--- config.mk ---
export PLATFORM = sky130hd
export DESIGN_NAME = conv_window_sched_flat
export DESIGN_NICKNAME = d
export VERILOG_FILES = /design/src/rtl/conv_window_sched_if.sv /design/src/rtl/conv_window_sched.sv /design/src/flat_wrapper.sv
export SDC_FILE = /design/constraint.sdc
export NUM_CORES = 1
export LEC_CHECK = 0
export ABC_AREA = 1
export CAP_MARGIN = 20
export CORE_MARGIN = 3
export CORE_UTILIZATION = 60
export CTS_CLUSTER_SIZE = 8
export DETAILED_ROUTE_END_ITERATION = 6
export GPL_TIMING_DRIVEN = 0
export PLACE_DENSITY = 0.85
export SYNTH_ARGS = -nofsm -noshare
export SYNTH_HDL_FRONTEND = slang
export SYNTH_SLANG_ARGS = --single-unit
--- constraint.sdc ---
create_clock -name clk -period 9.4 [get_ports clk]
set_clock_uncertainty 0.2 [all_clocks]
set_input_delay 2.82 -clock clk [delete_from_list [all_inputs] [get_ports clk]]
set_output_delay 2.82 -clock clk [all_outputs]
set_load 0.01 [all_outputs]
--- src/rtl/conv_window_sched_if.sv ---
// Bundle of configuration, memory request/response and result handshake signals
// between conv_window_sched (master side) and the surrounding datapath (slave side).
interface conv_window_sched_if #(
  parameter int DIM_W  = 8,
  parameter int ADDR_W = 16
);
  // A transfer occurs on a rising clk edge where valid && ready are both high;
  // once valid rises it stays high, with its payload stable, until that edge.
  logic              i_start;
  logic [DIM_W-1:0]  i_iw;
  logic [DIM_W-1:0]  i_kw;
  logic [ADDR_W-1:0] i_base_addr;
  logic              o_valid_req;
  logic              i_ready_req;
  logic [ADDR_W-1:0] o_addr;
  logic              i_valid_rsp;
  logic              o_ready_rsp;
  logic              o_enb_mac;
  logic              o_first_tap;
  logic              o_last_tap;
  logic              o_valid_res;
  logic              i_ready_res;
  logic              o_busy;
  logic              o_done;
  logic              o_err;

  modport master (
    input  i_start, i_iw, i_kw, i_base_addr, i_ready_req, i_valid_rsp, i_ready_res,
    output o_valid_req, o_addr, o_ready_rsp, o_enb_mac, o_first_tap, o_last_tap,
           o_valid_res, o_busy, o_done, o_err
  );

  modport slave (
    output i_start, i_iw, i_kw, i_base_addr, i_ready_req, i_valid_rsp, i_ready_res,
    input  o_valid_req, o_addr, o_ready_rsp, o_enb_mac, o_first_tap, o_last_tap,
           o_valid_res, o_busy, o_done, o_err
  );
endinterface

--- src/rtl/conv_window_sched.sv ---
// Walks every output window of an IW x IW map with a KW x KW kernel, issuing one
// read per tap, counting returned beats and handing each window result downstream.
module conv_window_sched #(
  parameter int DIM_W  = 8,
  parameter int ADDR_W = 16
) (
  input  logic                     clk,
  input  logic                     rst,
  conv_window_sched_if.master      bus,
  output logic [2:0]               dbg_state
);

  localparam int TAP_W = 2 * DIM_W;

  typedef enum logic [2:0] {
    S_IDLE  = 3'd0,
    S_CHECK = 3'd1,
    S_ISSUE = 3'd2,
    S_WAIT  = 3'd3,
    S_EMIT  = 3'd4,
    S_DONE  = 3'd5
  } state_t;

  state_t            state;
  logic [DIM_W-1:0]  iw_q;
  logic [DIM_W-1:0]  kw_q;
  logic [ADDR_W-1:0] base_q;
  logic [DIM_W-1:0]  orow;
  logic [DIM_W-1:0]  ocol;
  logic [DIM_W-1:0]  krow;
  logic [DIM_W-1:0]  kcol;
  logic [TAP_W-1:0]  tap_cnt;

  logic [DIM_W-1:0]  ow_m1;
  logic [TAP_W-1:0]  taps;
  logic              cfg_bad;
  logic              kcol_last;
  logic              krow_last;
  logic              last_win;
  logic              req_hs;
  logic              rsp_hs;
  logic [ADDR_W-1:0] row_idx;
  logic [ADDR_W-1:0] col_idx;

  assign ow_m1     = iw_q - kw_q;
  assign taps      = TAP_W'(kw_q) * TAP_W'(kw_q);
  assign cfg_bad   = (kw_q == '0) || (iw_q == '0) || (kw_q > iw_q);
  assign kcol_last = (kcol == kw_q - DIM_W'(1));
  assign krow_last = (krow == kw_q - DIM_W'(1));
  assign last_win  = (orow == ow_m1) && (ocol == ow_m1);

  // Address arithmetic deliberately wraps at ADDR_W bits.
  assign row_idx = ADDR_W'(orow) + ADDR_W'(krow);
  assign col_idx = ADDR_W'(ocol) + ADDR_W'(kcol);

  assign bus.o_valid_req = (state == S_ISSUE);
  assign bus.o_addr      = base_q + row_idx * ADDR_W'(iw_q) + col_idx;
  assign bus.o_ready_rsp = (state == S_ISSUE) || (state == S_WAIT);
  assign rsp_hs          = bus.i_valid_rsp && bus.o_ready_rsp;
  assign req_hs          = bus.o_valid_req && bus.i_ready_req;
  assign bus.o_enb_mac   = rsp_hs;
  assign bus.o_first_tap = rsp_hs && (tap_cnt == '0);
  assign bus.o_last_tap  = rsp_hs && (tap_cnt == taps - TAP_W'(1));
  assign bus.o_valid_res = (state == S_EMIT);
  assign bus.o_busy      = (state != S_IDLE);
  assign bus.o_done      = (state == S_DONE);
  assign bus.o_err       = (state == S_CHECK) && cfg_bad;
  assign dbg_state       = state;

  always_ff @(posedge clk) begin
    if (rst) begin
      state   <= S_IDLE;
      iw_q    <= '0;
      kw_q    <= '0;
      base_q  <= '0;
      orow    <= '0;
      ocol    <= '0;
      krow    <= '0;
      kcol    <= '0;
      tap_cnt <= '0;
    end else begin
      // Beats can land while requests are still issuing, so count them outside the case.
      if (rsp_hs) tap_cnt <= tap_cnt + TAP_W'(1);
      case (state)
        S_IDLE: begin
          if (bus.i_start) begin
            iw_q   <= bus.i_iw;
            kw_q   <= bus.i_kw;
            base_q <= bus.i_base_addr;
            state  <= S_CHECK;
          end
        end
        S_CHECK: begin
          if (cfg_bad) begin
            state <= S_IDLE;
          end else begin
            orow    <= '0;
            ocol    <= '0;
            krow    <= '0;
            kcol    <= '0;
            tap_cnt <= '0;
            state   <= S_ISSUE;
          end
        end
        S_ISSUE: begin
          if (req_hs) begin
            if (kcol_last) begin
              kcol <= '0;
              if (krow_last) state <= S_WAIT;
              else           krow  <= krow + DIM_W'(1);
            end else begin
              kcol <= kcol + DIM_W'(1);
            end
          end
        end
        S_WAIT: begin
          if (tap_cnt == taps) state <= S_EMIT;
        end
        S_EMIT: begin
          if (bus.i_ready_res) begin
            krow    <= '0;
            kcol    <= '0;
            tap_cnt <= '0;
            if (last_win) begin
              state <= S_DONE;
            end else begin
              if (ocol == ow_m1) begin
                ocol <= '0;
                orow <= orow + DIM_W'(1);
              end else begin
                ocol <= ocol + DIM_W'(1);
              end
              state <= S_ISSUE;
            end
          end
        end
        S_DONE:  state <= S_IDLE;
        default: state <= S_IDLE;
      endcase
    end
  end

endmodule
--- src/flat_wrapper.sv ---
// flat-port wrapper written by rule: the top's interface ports become plain ports
module conv_window_sched_flat 
#(
  parameter int DIM_W  = 8,
  parameter int ADDR_W = 16
)
  (clk, rst, dbg_state, bus_i_start, bus_i_iw, bus_i_kw, bus_i_base_addr, bus_i_ready_req, bus_i_valid_rsp, bus_i_ready_res, bus_o_valid_req, bus_o_addr, bus_o_ready_rsp, bus_o_enb_mac, bus_o_first_tap, bus_o_last_tap, bus_o_valid_res, bus_o_busy, bus_o_done, bus_o_err);
  conv_window_sched_if #(.DIM_W(DIM_W), .ADDR_W(ADDR_W)) bus_i ();
  input  logic clk;
  input  logic rst;
  output logic [2:0] dbg_state;
  input wire logic [$bits(bus_i.i_start)-1:0] bus_i_start;
  input wire logic [$bits(bus_i.i_iw)-1:0] bus_i_iw;
  input wire logic [$bits(bus_i.i_kw)-1:0] bus_i_kw;
  input wire logic [$bits(bus_i.i_base_addr)-1:0] bus_i_base_addr;
  input wire logic [$bits(bus_i.i_ready_req)-1:0] bus_i_ready_req;
  input wire logic [$bits(bus_i.i_valid_rsp)-1:0] bus_i_valid_rsp;
  input wire logic [$bits(bus_i.i_ready_res)-1:0] bus_i_ready_res;
  output wire logic [$bits(bus_i.o_valid_req)-1:0] bus_o_valid_req;
  output wire logic [$bits(bus_i.o_addr)-1:0] bus_o_addr;
  output wire logic [$bits(bus_i.o_ready_rsp)-1:0] bus_o_ready_rsp;
  output wire logic [$bits(bus_i.o_enb_mac)-1:0] bus_o_enb_mac;
  output wire logic [$bits(bus_i.o_first_tap)-1:0] bus_o_first_tap;
  output wire logic [$bits(bus_i.o_last_tap)-1:0] bus_o_last_tap;
  output wire logic [$bits(bus_i.o_valid_res)-1:0] bus_o_valid_res;
  output wire logic [$bits(bus_i.o_busy)-1:0] bus_o_busy;
  output wire logic [$bits(bus_i.o_done)-1:0] bus_o_done;
  output wire logic [$bits(bus_i.o_err)-1:0] bus_o_err;
  assign bus_i.i_start = bus_i_start;
  assign bus_i.i_iw = bus_i_iw;
  assign bus_i.i_kw = bus_i_kw;
  assign bus_i.i_base_addr = bus_i_base_addr;
  assign bus_i.i_ready_req = bus_i_ready_req;
  assign bus_i.i_valid_rsp = bus_i_valid_rsp;
  assign bus_i.i_ready_res = bus_i_ready_res;
  assign bus_o_valid_req = bus_i.o_valid_req;
  assign bus_o_addr = bus_i.o_addr;
  assign bus_o_ready_rsp = bus_i.o_ready_rsp;
  assign bus_o_enb_mac = bus_i.o_enb_mac;
  assign bus_o_first_tap = bus_i.o_first_tap;
  assign bus_o_last_tap = bus_i.o_last_tap;
  assign bus_o_valid_res = bus_i.o_valid_res;
  assign bus_o_busy = bus_i.o_busy;
  assign bus_o_done = bus_i.o_done;
  assign bus_o_err = bus_i.o_err;
  conv_window_sched #(.DIM_W(DIM_W), .ADDR_W(ADDR_W)) u_core (.clk(clk), .rst(rst), .bus(bus_i), .dbg_state(dbg_state));
endmodule
After elaboration in Yosys (flattened, before gate mapping)
Cells that the tools add are included.
{"block": "word_totals", "ff_bits": 83, "inputBits": 38, "out_inout_bits": 28, "elab_cells": 97}
{"block": "classes", "order_cmp": 1, "reduce_logical": 22, "mux": 30, "addsub": 12, "n_eq_ne": 21, "multipliers": 2}
{"op": "8-bit two-way mux", "n": 13}
{"op": "16-bit two-way mux", "n": 3}
{"op": "8-bit one-hot mux with 3 select lines", "n": 2}
{"op": "16-bit adder", "n": 2}
{"op": "8-bit by 1-bit adder with 8-bit output (second input constant)", "n": 4}
{"op": "16-bit equality test", "n": 2}
{"op": "8-bit equality test", "n": 4}
{"op": "16-bit one-hot mux with 2 select lines", "n": 1}
{"op": "8-bit one-hot mux with 2 select lines", "n": 2}
{"op": "3-bit two-way mux", "n": 7}
{"op": "8-bit by 8-bit adder with 9-bit output", "n": 2}
{"op": "2-bit != test (second input constant)", "n": 9}
{"op": "16-bit by 1-bit adder with 16-bit output (second input constant)", "n": 1}
{"op": "16-bit zero test", "n": 1}
{"op": "8-bit zero test", "n": 2}
{"op": "16-bit by 8-bit multiplier with 16-bit output", "n": 1}
{"op": "8-bit by 8-bit multiplier with 16-bit output", "n": 1}
{"op": "16-bit by 1-bit subtractor with 16-bit output (second input constant)", "n": 1}
{"op": "3-bit one-hot mux with 5 select lines", "n": 1}
{"op": "6-bit AND reduction", "n": 2}
{"op": "8-bit > comparator", "n": 1}
{"op": "4-bit AND reduction", "n": 2}
{"op": "8-bit by 1-bit subtractor with 8-bit output (second input constant)", "n": 1}
{"op": "8-bit subtractor", "n": 1}
{"op": "12 further kinds", "n": 22}

Logic depth before layout (Yosys ltp)
{"block": "logic_depth", "ltp_word": 6, "ltp_mapped": 33}

Least setup slack after synthesis
OpenSTA, ideal clock, no wires.
{"block": "synth_path", "path_type": "register to output", "from": "register u_core.orow[0]", "to": "output bus_o_addr[13]", "required_time_ns": 6.380, "path_stages_with_launch": 29, "arrival_ns": 5.913, "path_slack_ns": 0.467, "path_cell_list": "dfxtp_1 -> ha_1 -> fa_1 -> a21oi_1 -> o21ai_0 -> a21oi_1 -> nor2_1 -> nor2_1 -> xor2_1 -> inv_1 -> nor2_1 -> fa_1 -> inv_1 -> fa_1 -> fa_1 -> inv_1 -> fa_1 -> inv_1 -> fa_1 -> inv_1 -> ha_1 -> a21oi_1 -> o21ai_0 -> a21oi_1 -> o21ai_0 -> a21oi_1 -> o21bai_1 -> a21oi_1 -> xnor2_1"}
{"block": "synth_between", "elab_chain_len": 4}
{"item": "start: declaration", "line": "conv_window_sched.sv:28", "source": "logic [DIM_W-1:0] orow;"}
{"item": "start signal: assignment", "line": "conv_window_sched.sv:129", "source": "orow <= orow + DIM_W'(1);"}
{"item": "8-bit by 8-bit adder with 9-bit output", "line": "conv_window_sched.sv:53", "source": "assign row_idx = ADDR_W'(orow) + ADDR_W'(krow);"}
{"item": "16-bit by 8-bit multiplier with 16-bit output", "line": "conv_window_sched.sv:57", "source": "assign bus.o_addr = base_q + row_idx * ADDR_W'(iw_q) + col_idx;"}
{"item": "16-bit adder (2 in a row)", "line": "conv_window_sched.sv:57"}
{"item": "end: declaration", "line": "flat_wrapper.sv:20", "source": "output wire logic [$bits(bus_i.o_addr)-1:0] bus_o_addr;"}
No other way between the ends.

Worst setup path after layout
{"block": "layout_path", "from": "register u_core.orow[1]", "to": "output bus_o_addr[13]"}
The elaborated chain is that of the path after synthesis.

==> metrics <==
outcome finished, violations left; failing checks setup timing; Non-Filler Instances about 1900; Remaining DRCs 0; routability congestion estimate ~1.0; antenna viol nets, final 0; CTS Hold Buffers Added 0; layout cells sized above 1 a little over a tenth; PD cells ~210 nW/µm²; Min Hold Slack 254.0 ps; Setup Crit Path Kind flip-flop to output pin; commonest non-fill, non-tap cells in the layout nand2_1, inv_1, nor2_1, nand3_1, ha_1; Routed WL a little over 30 mm; post-synthesis cell area 11050 µm²; cell count after synthesis approximately 1600; clock buffer depth 2; worst slew pin tran approximately 840 ps; drt via density 5.582; minimum clock period between 9000 and 10000 ps; full die area 20070 µm²; Netlist cell types 48; main combinational cell family by area after synthesis simple AND/OR/NAND/NOR gates; xor/xnor share of the synthesized area under 10%; GRT Resource Usage Total around 30%; endpoint type of the worst setup path output pin; Total Power 2.665 mW; worst vdd ir 0.1687 mV; startpoint types flip-flop; Root Buffer clkbuf_16; Final Setup Violations 3; Ant. Diodes 0; cell row count 48; Synth Area in Compound Gates approximately 8.4%; Worst EP required about 6400 ps; initial antenna violation count 0; Max-slew headroom 43.46%; setup_tns -132.6 ps; clock slew at reported path FFs about 70 ps; RSZ-0062 raised after global routing true; LEAKAGE around 6.4 nW; crit-path max cell delay 530 ps; Die Height about 140 µm; TritonCTS clock tree yes; Die Span X around 140 µm; vias in the first global route 10460; CTS buffer count 9; syn_area_per_cell 6.852 µm²; Avg WL per Cell around 16 µm; nets ~1900; Top Ports 66; P&R area growth vs syn 15.39%; router iterations before antenna repair 5; DRT iter0 DRCs ~900; Post-synth EDFFs 0; post-synthesis adder-cell area fraction 27.78%; Post-Synth Simple-Gate Area 29.66%; max-capacitance violation count 0; crit path DAT between 6000 and 7000 ps; Crit-path slowest cell fa_1; starting density of the core between 60% and 70%; most common cell after layout, fill and taps aside nand2_1; Critical Path Fanout Max 4; syn_nets between 1500 and 2000; Skew-Pair Late Insertion Delay around 360 ps; clock sinks slightly above 80; Seq/Total Area, Yosys about 15%; Peak Freq 0.1057 GHz; total number of vias roughly 11000; DP Cell Count between 1500 and 2000; final setup margin -60.14 ps; Finished Cell Area between 10000 and 15000 µm²; mux cell area share after synthesis 0%; DP Area 11980 µm²; Slew Viols, Final 0; YS warnings 0; Most used DFF post-synth dfxtp_1; cell mode on critical path fa_1; DPL Wire Length between 20 and 25 mm; Hold Crit Class flip-flop to flip-flop; first-pass GRT wire length 49.24 mm; grt total ovfl 0; largest net degree at the start of global routing 16; total core area between 15000 and 20000 µm²; Buffers on Ports 65; Yosys reg bits just over 80; part of the cycle the worst path needs 100.6%; Hold Vio Cnt, Final 0; Async S/R FF share, synth 0%; H-tree depth 3
-- final timing paths --
path	depth (start not counted)	slack, ps	from	to
worst max-delay path	30	-60	u_core.orow[1]	bus_o_addr[13]
worst min-delay path	2	250	u_core.base_q[12]	u_core.base_q[12]
worst max register to register	23	4090	u_core.kw_q[4]	u_core.dbg_state[1]
worst min register to register	2	250	u_core.base_q[12]	u_core.base_q[12]
-- what timing repair did --
item / in CTS / in global routing
setup endpoints to repair: 9 / 9
pin swaps: 18 / 29
buffers inserted: 13 / 9
gates resized for setup: 66 / 45
-- state kept, by name, indices dropped and copies added, names as in the netlist --
signal and cells:
u_core.kw_q 8, u_core.ocol 8, u_core.tap_cnt 16, u_core.iw_q 8, u_core.dbg_state 3, u_core.kcol 8
u_core.krow 8, u_core.orow 8, u_core.base_q 16
-- logic make-up (layout without fill, tap and decap cells) --
family / Yosys count / count (layout)
and+or+nand+nor: 725 / 725
adders and majority gates: 193 / 193
DFF: 83 / 83
buffers and inverters: 357 / 460
AOI/OAI and AO/OA: 175 / 175
xor gates and xnor gates: 79 / 79
-- critical path: cells and delay by family, from the launching register on --
family,cells,cell delay (ps)
AOI/OAI and AO/OA,10,1350
and+or+nand+nor,3,250
adders and majority gates,7,3110
buffers and inverters,8,750
xor gates and xnor gates,2,230
DFF,1,360
-- report_power, final --
part	switching (mW)	internal, mW
Sequential	0.0583	0.408
Combinational	1.17	0.653
Clock	0.164	0.216
Total	1.39	1.28
-- routing by layer --
layer	global-route usage, %	up-vias	wire length [µm]
met1	37.10	5094	12100
li1	-	5251	-
met4	10.45	0	862
met5	0	-	0
met2	53.17	411	15310
met3	3.775	74	1901
-- cell usage after synthesis, drive strengths merged (4+ instances only) --
library cell  number  share of area (%)
a21oi            106                4.9
buf               14               0.92
clkbuf            20               0.69
dfxtp             83                 15
fa                87                 16
ha               106                 12
inv              323                 11
nand2            375                 13
nand3            120                5.8
nand3b             8               0.54
nand4             37                2.3
nor2             152                5.8
nor3              16               0.93
nor3b              4               0.27
nor4               7               0.40
o21ai             54                2.5
o21bai             4               0.27
or2                6               0.34
xnor2             28                2.2
xor2              50                4.0
-- metrics by stage --
step                      setup WS [ps]  utilization, %
after global placement           -749.4           67.84
after global routing             -360.0           72.19
after floorplan                   467.4               -
final                            -60.14           72.19
after CTS                        -99.01           71.00
after detailed placement         -899.2           67.84
-- final cells by class --
class | count | area (µm²)
multi-input cells | 1172 | 8264
fillers | 1400 | 4911
flip-flops and latches | 83 | 1693
inverters | 323 | 1227
repair buffers | 87 | 794.5
well taps | 225 | 281.5
clock buffers | 10 | 239.0
plain buffers | 34 | 177.7
clock inverters | 6 | 68.82
(Power assumes the default switching activity.)
